<file path="src/rtl/contador_pkg.sv">
// Shared types and defaults for the up/down counter family.
package contador_pkg;

    // Width used when a counter is instantiated without overriding N.
    localparam int CONTADOR_ANCHO_DEF = 4;

    // IDLE: holding, waiting for a load
    // COUNT: decrementing towards zero
    // EXPIRED: one-shot finished, Q parked at zero
    typedef enum logic [1:0] {
        IDLE    = 2'd0,
        COUNT   = 2'd1,
        EXPIRED = 2'd2
    } estado_t;

endpackage : contador_pkg

</file>
<file path="src/rtl/contador_descendente_n_bits.sv">
// Programmable N-bit down-counter/timer with one-cycle terminal-count pulse
// and optional auto-reload for periodic ticks.
//
//   state   | meaning
//   --------+-----------------------------------------------------------
//   IDLE    | Q holds its value; only a load moves us on
//   COUNT   | Q decrements on en; expiry at Q==1 pulses tc
//   EXPIRED | one-shot done, Q forced to 0, en ignored until load/clr
module contador_descendente_n_bits
    import contador_pkg::*;
#(
    parameter int N = CONTADOR_ANCHO_DEF
) (
    input  logic         clk,
    input  logic         clr,
    input  logic         load,
    input  logic [N-1:0] valor,
    input  logic         en,
    input  logic         auto_recarga,
    output logic [N-1:0] Q,
    output logic         tc,
    output logic         activo,
    output logic         expirado
);

    localparam logic [N-1:0] CERO = '0;
    localparam logic [N-1:0] UNO  = N'(1);

    estado_t      estado;
    estado_t      estado_sig;
    logic [N-1:0] cuenta_sig;
    logic [N-1:0] recarga;
    logic [N-1:0] recarga_sig;
    logic         tc_sig;

    // Next-state, next-count and terminal-count decision; load beats counting.
    always_comb begin
        estado_sig  = estado;
        cuenta_sig  = Q;
        recarga_sig = recarga;
        tc_sig      = 1'b0;

        if (load) begin
            recarga_sig = valor;
            cuenta_sig  = valor;
            // A zero load has nothing to count, so it parks in IDLE.
            estado_sig  = (valor != CERO) ? COUNT : IDLE;
        end else begin
            case (estado)
                IDLE: begin
                    estado_sig = IDLE;
                end
                COUNT: begin
                    if (en) begin
                        if (Q == UNO) begin
                            tc_sig = 1'b1;
                            if (auto_recarga) begin
                                cuenta_sig = recarga;
                            end else begin
                                cuenta_sig = CERO;
                                estado_sig = EXPIRED;
                            end
                        end else if (Q != CERO) begin
                            cuenta_sig = Q - UNO;
                        end
                        // Q==0 in COUNT is unreachable; never decrement
                        // from zero so the counter cannot wrap.
                    end
                end
                EXPIRED: begin
                    cuenta_sig = CERO;
                end
                default: begin
                    estado_sig = IDLE;
                    cuenta_sig = CERO;
                end
            endcase
        end
    end

    // State, count, reload and registered flag outputs; clr overrides everything.
    always_ff @(posedge clk) begin
        if (clr) begin
            estado   <= IDLE;
            Q        <= CERO;
            recarga  <= CERO;
            tc       <= 1'b0;
            activo   <= 1'b0;
            expirado <= 1'b0;
        end else begin
            estado   <= estado_sig;
            Q        <= cuenta_sig;
            recarga  <= recarga_sig;
            tc       <= tc_sig;
            activo   <= (estado_sig == COUNT);
            expirado <= (estado_sig == EXPIRED);
        end
    end

endmodule : contador_descendente_n_bits

</file>
<file path="config.mk">
export PLATFORM = sky130hd
export DESIGN_NAME = contador_descendente_n_bits
export DESIGN_NICKNAME = d
export VERILOG_FILES = /design/src/rtl/contador_pkg.sv /design/src/rtl/contador_descendente_n_bits.sv
export SDC_FILE = /design/constraint.sdc
export NUM_CORES = 1
export LEC_CHECK = 0
export ABC_AREA = 0
export CAP_MARGIN = 20
export CELL_PAD_IN_SITES_DETAIL_PLACEMENT = 2
export CELL_PAD_IN_SITES_GLOBAL_PLACEMENT = 2
export CORE_MARGIN = 2
export CORE_UTILIZATION = 28
export CTS_CLUSTER_DIAMETER = 120
export DETAILED_ROUTE_END_ITERATION = 7
export PLACE_DENSITY_LB_ADDON = 0.1
export SLEW_MARGIN = 20
export SYNTH_ARGS = -nofsm -noshare
export SYNTH_HDL_FRONTEND = slang
export SYNTH_SLANG_ARGS = --single-unit
</file>
<file path="constraint.sdc">
create_clock -name clk -period 2.91 [get_ports clk]
set_clock_uncertainty 0.2 [all_clocks]
set_input_delay 0.582 -clock clk [delete_from_list [all_inputs] [get_ports clk]]
set_output_delay 0.582 -clock clk [all_outputs]
set_load 0.03 [all_outputs]
</file>
* Word-level counts from Yosys, hierarchy flattened
Index checks and enable logic that the tools add are counted.
W data, S select, Z words.
** Cells by class
- $add $sub $neg :: 1
- Reductions and logical operators :: 5
- Eq/ne operators :: 8
- Mux-type cells :: 13
- Bitwise gates (word level) :: 2
** Operators by type and width (count)
- $mux W4 :: 5
- $mux W2 :: 4
- $pmux W4 S2 :: 1
- $reduce_bool A4 Y1 :: 2
- $eq A2 B1 Y1 const B :: 2
- $eq A2 B2 Y1 const B :: 2
- $eq A4 B1 Y1 const B :: 1
- $ne A4 B4 Y1 const B :: 1
- $pmux W2 S2 :: 1
- $reduce_or A4 Y1 :: 1
- $sub A4 B1 Y4 const B :: 1
- $ne A3 B3 Y1 const B :: 1
- $reduce_and A3 Y1 :: 1
- $logic_not A2 Y1 :: 1
- $mux W1 :: 2
- $ne A2 B2 Y1 const B :: 1
- $not A1 Y1 :: 2
** Storage, ports and cells
- Flip-flop bits (word level) :: 13
- Output and inout port bits :: 7
- Logic and storage cells :: 35
- Bits of input ports :: 9

* Depth between registers and ports, before layout
- Word-level depth :: 6
- Gate-level depth with buffers :: 6

* Worst setup path after synthesis
OpenSTA, ideal clock, no wires.
- Path type :: flip-flop to flip-flop
- Start point :: register Q[1]
- End point :: register Q[1]
- Cell stages (with the launch flop) :: 7
- Path buffers :: 0
- Arrival :: 2.095 ns
- Slack :: 0.536 ns
- Setup time :: 0.079 ns
- Cells stage by stage :: dfxtp_1 > inv_1 > ha_1 > or4b_1 > a311o_2 > o311a_1 > a211oi_2
** On the way
- Longest elaborated chain between the ends :: 6
- Elaborated cells on any way between the ends :: 10
** Ends and longest elaborated chain
- start, declared :: RTL line contador_descendente_n_bits.sv:20 : output logic [N-1:0] Q,
- start signal, assigned :: RTL line contador_descendente_n_bits.sv:92 : Q <= cuenta_sig;
- $sub A4 B1 Y4 :: RTL line contador_descendente_n_bits.sv:64 : cuenta_sig = Q - UNO;
- $mux W4 :: RTL line contador_descendente_n_bits.sv:63 : end else if (Q != CERO) begin
- $mux W4 :: RTL line contador_descendente_n_bits.sv:55 : if (Q == UNO) begin
- $mux W4 :: RTL line contador_descendente_n_bits.sv:54 : if (en) begin
- $pmux W4 S2 :: RTL line contador_descendente_n_bits.sv:49 : case (estado)
- $mux W4 :: RTL line contador_descendente_n_bits.sv:43 : if (load) begin
Several ways; a longest one is shown, not always the timed one. The select of a mux whose other input is x is not followed.
A chain may end at the register's enable or synchronous reset.

* Worst setup path in the final report
Ends and elaborated chain as after synthesis.

==> impl_results.md <==
- Largest area contributor in the netlist: dfxtp_1
- Setup bufs post-CTS: 0
- RSZ-0062 raised after global routing: no
- Setup violators final: 0
- DR vias: 692
- Slew Limit Fails: 0
- Nets: 115
- Area of the multi-input gates: 420 µm²
- CP Max Fanout: 8
- Iter 0 DRT Violations: 9
- Switch Pwr: 131 µW
- Async SR Flop Fraction: 0
- Worst vdd ir: 0.209 mV
- Synth cell types: 35
- Tot GR Track Use: 0.175
- Synth Register Bits: 13
- HP Class: reg -> reg
- Vias/cell: 5.32
- Filler Cell Count: 292
- Die footprint: between 3000 and 4000 µm²
- Clock Latency Late Sink: 0.28 ns
- Clk slew on worst S/H paths: around 0.09 ns
- Largest net degree at the start of global routing: 14
- # IOs: 16
- Antenna violations before repair: 0
- Hold bufs inserted after CTS: 0
- Chip Height: between 50 and 60 µm
- CP Data Required Time: 2.92 ns
- Register Area: 260 µm²
- Max Clock Freq: 0.424 GHz
- H-tree depth: 1
- Share of cells above drive strength 1: 0.0800
- Synth area leaders: dfxtp_1, ha_1, nor2_1
- Post-Route WL: roughly 2.1 mm
- Number of global-route vias before repair: 739
- TritonCTS clock tree: built
- Commonest non-fill, non-tap cells in the layout: clkdlybuf4s50_1, dfxtp_1, nor2_1, inv_1, ha_1
- Worst Path Arrival: 2.36 ns
- Routed len/inst: 16.5 µm
- Sw Share: 0.314
- Startpoint Class: register
- Logic pwr share: 0.231
- Rows: 18
- YS warnings: 0
- Max-slew headroom: 0.652
- Core area: 2480 µm²
- Port Buffers: 15
- DRC: 0
- First-pass GRT wire length: roughly 3.7 mm
- Post-synthesis net count: 96
- Post-route antenna net violation count: 0
- Int Pwr: 285 µW
- Clock power frac: 0.287
- Initial core utilization: 0.295
- Pre-CTS setup slack: 0.518 ns
- Netlist Area Pre-Place: 731 µm²
- Fin util: 0.378
- Commonest non-fill, non-tap cell in the layout: clkdlybuf4s50_1
- Die X: 55.1 µm
- DP HPWL: 1.65 mm
- Sequential power share: 0.482
- Post-synth top area share: 0.356
- Antenna fix cells: 0
- RD Place Congestion: 0.726
- Actual slew at the worst max-slew pin: slightly above 0.5 ns
- Final hold vios: 0
- Post-synth EDFFs: 0
- Max Cap Viol: 0
- CTS Sinks: 13
- Status: finished clean
- Clock Path Buffers: 2
- CTS Buf Count: 3
- Cells after synthesis: 82
- Leak Pwr: about 0.00035 µW
- PD cells: 444 nW/µm²
- Post-CTS sizing: 0
- Minimum clock period after layout: 2.36 ns
- Post-synthesis sequential area ratio: 0.356
- Setup CP Type: reg -> reg
- CP endpoint kind: register
- First-pass DRT Iterations: 4
- Root buf cell: clkbuf_4
- Synthesized area per cell: 8.91 µm²
- Final setup margin: 0.554 ns
- Setup_tns: 0 ns
- Commonest register cell after synthesis: dfxtp_1
- Total gr overflow: 0
- Final worst-path cycle share: 0.810
- Layout area overhead: 28.1%
-- power groups by stage --
stage / Clock [µW] / Sequential, µW / Combinational (µW)
after floorplan: 0 / 212 / 46.8
after global placement: 0 / 204 / 95.7
after detailed placement: 0 / 205 / 97.1
after CTS: 125 / 200 / 97.7
after global routing: 132 / 202 / 107
final: 119 / 200 / 96.0
-- final cells by class --
class | count | share of cell area
clock buffers | 4 | 0.0281
inverters | 9 | 0.0361
multi-input cells | 58 | 0.449
flip-flops and latches | 13 | 0.278
well taps | 30 | 0.0401
repair buffers | 16 | 0.168
-- worst max-delay path, stage by stage, from the launching register on --
cell	delay [ns]
dfxtp_1	0.41
inv_1	0.08
ha_1	0.26
or4b_1	0.49
a311o_2	0.48
o311a_1	0.15
a211oi_2	0.20
-- cells by family (layout without fill, tap and decap cells) --
logic type | after synthesis | count (layout) | share of synthesized area
simple gates | 31 | 31 | 0.247
compound gates | 21 | 21 | 0.229
fa+ha+maj | 5 | 5 | 0.0856
buf+inv | 11 | 29 | 0.0685
flops | 13 | 13 | 0.356
mux | 1 | 1 | 0.0137
-- final timing paths --
check / from / end / slack [ns] / depth (start not counted)
max: Q[1] / Q[1] / 0.55 / 6
min reg2reg: recarga[3] / recarga[3] / 0.30 / 2
max reg2reg: Q[1] / Q[1] / 0.55 / 6
min: recarga[3] / recarga[3] / 0.30 / 2
-- per-layer routing --
| layer | wire, µm | vias up | global-route usage |
|---|---|---|---|
| li1 | - | 346 | - |
| met1 | 1010 | 330 | 0.228 |
| met2 | 1020 | 14 | 0.284 |
| met3 | 91 | 2 | 0.0376 |
| met4 | 15 | 0 | 0.0610 |
| met5 | 0 | - | 0 |
-- per-stage QoR --
stage                     power, µW  cell area [µm²]  hold slack (ns)  cells
after floorplan                 259              731            0.250     82
after global placement          299              910            0.271    126
after detailed placement        302              910            0.284    126
after CTS                       423              936            0.297    130
after global routing            441              936            0.334    130
final                           415              936            0.298    130
-- Yosys cell counts, types with 3 or more instances --
cell type,count
a21oi_1,3
dfxtp_1,13
ha_1,5
inv_1,9
nand2_1,3
nand2b_1,4
nor2_1,10
-- registers in the layout (all words and copies together) (netlist names) --
register  count
activo        1
recarga       4
tc            1
estado        2
Q             4
expirado      1
Power figures use the tool's default switching activity.
